## config.mk

```make
export PLATFORM = sky130hd
export DESIGN_NAME = priority_pending_encoder_flat
export DESIGN_NICKNAME = d
export VERILOG_FILES = /design/src/rtl/prio_enc_pkg.sv /design/src/rtl/priority_pending_encoder_if.sv /design/src/rtl/prio_find_highest.sv /design/src/rtl/priority_pending_encoder.sv /design/src/flat_wrapper.sv
export SDC_FILE = /design/constraint.sdc
export NUM_CORES = 1
export LEC_CHECK = 0
export CAP_MARGIN = 20
export CORE_UTILIZATION = 39
export DETAILED_ROUTE_END_ITERATION = 7
export GPL_ROUTABILITY_DRIVEN = 0
export PLACE_DENSITY = 0.83
export SLEW_MARGIN = 15
export SYNTH_ARGS = -nofsm -noshare
export SYNTH_HDL_FRONTEND = slang
export SYNTH_HIERARCHICAL = 1
export SYNTH_SLANG_ARGS = --single-unit
```

## constraint.sdc

```tcl
create_clock -name clk -period 1.9 [get_ports clk]
set_input_delay 0.38 -clock clk [delete_from_list [all_inputs] [get_ports clk]]
set_output_delay 0.38 -clock clk [all_outputs]
set_load 0.005 [all_outputs]
```

## src/rtl/prio_enc_pkg.sv

```systemverilog
// rtl/prio_enc_pkg.sv - shared parameters, state encoding and width helper for the priority pending encoder
package prio_enc_pkg;

  localparam int N_DEFAULT = 10;

  // State is implicit in valid: IDLE <=> valid=0, PRESENT <=> valid=1
  typedef enum logic {
    IDLE    = 1'b0,
    PRESENT = 1'b1
  } state_t;

  function automatic int clog2_min1(input int n);
    return (n <= 2) ? 1 : $clog2(n);
  endfunction

endpackage

```

## src/rtl/priority_pending_encoder_if.sv

```systemverilog
// rtl/priority_pending_encoder_if.sv - request/mask/ack and index/valid/pending bundle
interface priority_pending_encoder_if
  import prio_enc_pkg::*;
#(
  parameter int N = N_DEFAULT
) ();

  localparam int IDX_W = clog2_min1(N);

  logic [N-1:0]     req;
  logic [N-1:0]     mask;
  logic             ack;
  logic [IDX_W-1:0] idx;
  logic             valid;
  logic [N-1:0]     pending;

  modport master (
    output req, mask, ack,
    input  idx, valid, pending
  );

  modport slave (
    input  req, mask, ack,
    output idx, valid, pending
  );

endinterface

```

## src/rtl/prio_find_highest.sv

```systemverilog
// rtl/prio_find_highest.sv - combinational highest-set-bit finder, bit N-1 has top priority
module prio_find_highest
  import prio_enc_pkg::*;
#(
  parameter int N     = N_DEFAULT,
  parameter int IDX_W = clog2_min1(N)
) (
  input  logic [N-1:0]     vec,
  output logic [IDX_W-1:0] index,
  output logic             found
);

  // Ascending scan: the last (highest) set bit overwrites earlier hits
  always_comb begin
    index = '0;
    found = 1'b0;
    for (int i = 0; i < N; i++) begin
      if (vec[i]) begin
        index = IDX_W'(i);
        found = 1'b1;
      end
    end
  end

endmodule

```

## src/rtl/priority_pending_encoder.sv

```systemverilog
// rtl/priority_pending_encoder.sv - registered priority encoder with pending storage and valid/ack
// PRIO_ENC_EDGE_EN: pend on rising edges of req instead of levels
module priority_pending_encoder
  import prio_enc_pkg::*;
#(
  parameter int N = N_DEFAULT
) (
  input  logic                        clk,
  input  logic                        rst_n,
  priority_pending_encoder_if.slave   bus
);

  localparam int IDX_W = clog2_min1(N);

  state_t           state_q, state_next;
  logic [IDX_W-1:0] idx_q, idx_next;
  logic [N-1:0]     pending_q, pending_next;
  logic [N-1:0]     set, clr, selectable;
  logic [IDX_W-1:0] cand;
  logic             found;
  logic             valid;

  assign valid = (state_q == PRESENT);

`ifdef PRIO_ENC_EDGE_EN
  logic [N-1:0] req_q;

  always_ff @(posedge clk) begin
    if (!rst_n) begin
      req_q <= '0;
    end else begin
      req_q <= bus.req;
    end
  end

  assign set = bus.req & ~req_q;
`else
  assign set = bus.req;
`endif

  prio_find_highest #(.N(N), .IDX_W(IDX_W)) u_find (
    .vec   (selectable),
    .index (cand),
    .found (found)
  );

  always_comb begin
    clr          = '0;
    pending_next = pending_q;
    selectable   = '0;
    state_next   = state_q;
    idx_next     = idx_q;

    if (bus.ack && valid) begin
      clr = {{(N-1){1'b0}}, 1'b1} << idx_q;
    end
    // Set is OR-ed last so a same-cycle re-request survives the clear
    pending_next = (pending_q & ~clr) | set;
    selectable   = pending_next & ~bus.mask;

    if (!valid || bus.ack) begin
      state_next = found ? PRESENT : IDLE;
      idx_next   = found ? cand : '0;
    end
  end

  always_ff @(posedge clk) begin
    if (!rst_n) begin
      state_q   <= IDLE;
      idx_q     <= '0;
      pending_q <= '0;
    end else begin
      state_q   <= state_next;
      idx_q     <= idx_next;
      pending_q <= pending_next;
    end
  end

  assign bus.idx     = idx_q;
  assign bus.valid   = valid;
  assign bus.pending = pending_q;

endmodule
```

## src/flat_wrapper.sv

```systemverilog
// flat-port wrapper written by rule: the top's interface ports become plain ports
module priority_pending_encoder_flat import prio_enc_pkg::*;
#(
  parameter int N = N_DEFAULT
)
  (clk, rst_n, bus_req, bus_mask, bus_ack, bus_idx, bus_valid, bus_pending);
  priority_pending_encoder_if #(.N(N)) bus_i ();
  input  logic clk;
  input  logic rst_n;
  input wire logic [$bits(bus_i.req)-1:0] bus_req;
  input wire logic [$bits(bus_i.mask)-1:0] bus_mask;
  input wire logic [$bits(bus_i.ack)-1:0] bus_ack;
  output wire logic [$bits(bus_i.idx)-1:0] bus_idx;
  output wire logic [$bits(bus_i.valid)-1:0] bus_valid;
  output wire logic [$bits(bus_i.pending)-1:0] bus_pending;
  assign bus_i.req = bus_req;
  assign bus_i.mask = bus_mask;
  assign bus_i.ack = bus_ack;
  assign bus_idx = bus_i.idx;
  assign bus_valid = bus_i.valid;
  assign bus_pending = bus_i.pending;
  priority_pending_encoder #(.N(N)) u_core (.clk(clk), .rst_n(rst_n), .bus(bus_i));
endmodule
```

==> insert_results.sql <==
INSERT INTO impl_metrics (metric_group, metric, value, unit) VALUES
('run_status', 'violations', 'negative setup slack', ''),
('global_routing', 'grt_pass1_wl', '3750', 'um'),
('cts', 'clock_tree_from_tritoncts', 'done', ''),
('cts', 'cts.htree.levels', '1', ''),
('die', 'core_region_area', '0.00180', 'mm2'),
('critical_path', 'worstSetupEndpointType', 'flop', ''),
('synth', 'yosys_warnings', '6', ''),
('layout', 'seqCellArea', '314', 'um2'),
('critical_path', 'crit_path_start_kind', 'flop', ''),
('cts', 'clk-insertion-delay-late', '0.28', 'ns'),
('synth', 'syn-num-nets', '120', ''),
('die', 'start_util', '0.432', ''),
('critical_path', 'crit_path_required_time', '2.06', 'ns'),
('critical_path', 'cp_data_arrival_time', '2.07', 'ns'),
('synth', 'number_of_synthesized_flops_with_an_enable_pin', '0', ''),
('synth', 'synthCells', '97', ''),
('place', 'buffer_ports.inserted', '37', ''),
('critical_path', 'wp_buf_inv', '1', ''),
('sta', 'final.setup.tns', '-0.0187', 'ns'),
('sta', 'timing_worst_slew_pin_value', '0.550', 'ns'),
('drt', 'drt_first_iter_violations', '40', ''),
('synth', 'synth_top_cells_by_area', 'dfxtp_1, nor2_1, nor3_1', ''),
('sta', 'final_hold_viol_count', '0', ''),
('sta', 'worst_setup_margin', '-0.00842', 'ns'),
('layout', 'drive_above_1_share', '0.285', ''),
('global_routing', 'vias_in_the_first_global_route', '921', ''),
('drt', 'totalWireLength', '2930', 'um'),
('sta', 'post-route-period-util', '1.00', ''),
('power', 'tot_pwr', '809', 'uW'),
('place', 'hpwlAfterDp', '1790', 'um'),
('run_status', 'outcome', 'finished with violations', ''),
('worst_hold_path', 'hold_class', 'reg2reg', ''),
('cts', 'cts_root_buffer', 'clkbuf_4', ''),
('die', 'ioPinCount', '38', ''),
('layout', 'diodes', '0', ''),
('layout', 'n_fill_cell', '121', ''),
('cts', 'cts_sinks', '15', ''),
('cts', 'clk_path_buf_depth', '2', ''),
('layout', 'flow.area_growth_from_synthesis', '87.6', '%'),
('critical_path', 'crit_path_max_fanout', '5', ''),
('sta', 'timing.max_slew.rel_slack', '0.631', ''),
('synth', 'synth_area_per_cell', '8.02', 'um2'),
('global_routing', 'congestion_overflow_gr', '0', ''),
('synth', 'ys_dominant_reg_cell', 'dfxtp_1', ''),
('synth', 'synth_seq_cells', '15', ''),
('critical_path', 'timing.critical_path.slowest_stage_cell', 'dfxtp_4', ''),
('drt', 'ant_nets', '0', ''),
('synth', 'synth_top_area_cell', 'dfxtp_1', ''),
('drt', 'wl_per_cell', '16.0', 'um'),
('synth', 'cell_area_after_synthesis', '778', 'um2'),
('synth', 'post_synth_num_cell_types', '24', ''),
('die', 'std_cell_rows', '15', ''),
('drt', 'vias', '1028', ''),
('power', 'power.ir.vdd_worst', '0.523', 'mV'),
('critical_path', 'crit_path_cell_trace', 'buf_4 > nand2b_1 > nor3_2 > nor3_1 > nor4_2 > nand4_1 > nand3_1 > a21boi_0', ''),
('place', 'post_place_setup_slack', '-0.458', 'ns'),
('cts', 'cts.reportedPaths.clkPinSlew', '0.09', 'ns'),
('power', 'power.static_leakage', '0.000583', 'uW'),
('critical_path', 'worst-setup-path-type', 'reg2reg', ''),
('sta', 'finalHoldWorstSlack', '0.520', 'ns'),
('die', 'floorplan.die_area', '0.00218', 'mm2'),
('global_routing', 'grt_util_all_layers', '0.249', ''),
('layout', 'multi_input_comb_area', '547', 'um2'),
('synth', 'synthDominantCellAreaShare', '0.386', ''),
('power', 'power_density', '554', 'mW/mm2'),
('sta', 'slew_violations', '0', ''),
('layout', 'stdcell_count', '183', ''),
('synth', 'register_area_share_after_synthesis', '0.386', ''),
('drt', 'drc_violations', '0', ''),
('critical_path', 'crit_family', 'simple AND/OR/NAND/NOR gates', ''),
('sta', 'setup_viol', '3', ''),
('global_routing', 'grt_start_max_net_pins', '16', ''),
('job', 'max_cap_violations', '0', ''),
('synth', 'async_flop_share', '0', ''),
('drt', 'detailedRoute.firstPassIterationCount', '4', ''),
('die', 'die_width', '46.7', 'um'),
('drt', 'routed_via_density', '5.62', ''),
('critical_path', 'cp_slowest_stage_delay', '0.41', 'ns'),
('cts', 'numCtsBuffers', '3', ''),
('sta', 'max_clock_freq', '524', 'MHz'),
('place', 'placed_cells', '174', ''),
('sta', 'final.min_clock_period', '1.91', 'ns'),
('global_routing', 'antenna_violations_before_repair', '0', ''),
('sta', 'finClkSkew', '0.00189', 'ns'),
('die', 'die_h', '46.7', 'um'),
('layout', 'finish.net_count', '182', '');
repair_timing:
action | in CTS | in global routing
resized for setup | 8 | 18
buffers inserted | 3 | 2
endpoints found under the setup margin | 5 | 5
pin swaps | 5 | 8
hold buffers | 0 | 0
cell families after synthesis:
family / share of synthesized area
AO/OA/AOI/OAI: 0.185
buffers and inverters: 0.0193
flip-flops: 0.386
AND/OR/NAND/NOR: 0.410
where the power goes:
group	total [uW]	internal, uW	switching [uW]
registers	367	340	27.3
logic	262	149	114
clock network	179	81.3	97.8
total	809	570	239
area by class of cell:
class                      instances  area share
timing repair buffer              58       0.363
sequential                        15       0.215
multi-input combinational         78       0.374
tap                               25      0.0214
clock buffer                       4      0.0180
inverter                           3     0.00771
worst paths after layout:
check | startpoint | endpoint | slack (ns) | cells after the start
worst max register to register | u_core/bus.idx[1] | u_core/bus.idx[2] | -0.008 | 8
worst max-delay path | u_core/bus.idx[1] | u_core/bus.idx[2] | -0.008 | 8
worst min-delay path | u_core/bus.idx[2] | u_core/bus.idx[2] | 0.52 | 2
worst min register to register | u_core/bus.idx[2] | u_core/bus.idx[2] | 0.52 | 2
synth_stat cells, types with 2 or more instances:
cell type	instances
nor2_1	18
a21boi_0	4
a211oi_1	4
nand2b_1	3
o21ai_0	4
nor3_1	12
nand2_1	6
nor3b_1	6
nor4_2	2
inv_1	3
nand3_1	4
a21oi_1	5
dfxtp_1	15
sequential cells by signal (all words and copies together) (netlist names):
register	count
u_core/bus.idx	4
u_core/bus.valid	1
u_core/bus.pending	10
cells in the final DEF (no fill, tap or decap), drive strengths merged:
master,count
a21oi,5
and2b,1
a211oi,4
inv,3
nor3,13
nor3b,6
o31ai,1
o21ai,4
dlymetal6s2s,1
buf,21
dfxtp,15
clkdlybuf4s50,35
clkbuf,4
nand2,6
o21a,1
nand2b,3
clkdlybuf4s15,1
o31a,1
nand4,1
nand3,4
nand4b,2
nor2,18
a221oi,1
nor4,3
a21boi,4
routing by layer:
metal / GRT usage / share of wire
met1: 0.271 / 0.41
met2: 0.450 / 0.49
met3: 0.0392 / 0.072
met4: 0.137 / 0.023
met5: 0 / 0
tightest hold or removal path, cell delays in order, from the launching register on:
cell      delay, ns
dfxtp_2        0.36
nand2_1        0.06
a21boi_0       0.07
metrics by stage:
stage	area, um2	util
after floorplan	778	-
after global placement	1300	0.719
after detailed placement	1300	0.719
after CTS	1380	0.766
after global routing	1460	0.810
final	1460	0.810
Power figures use the tool's default switching activity.
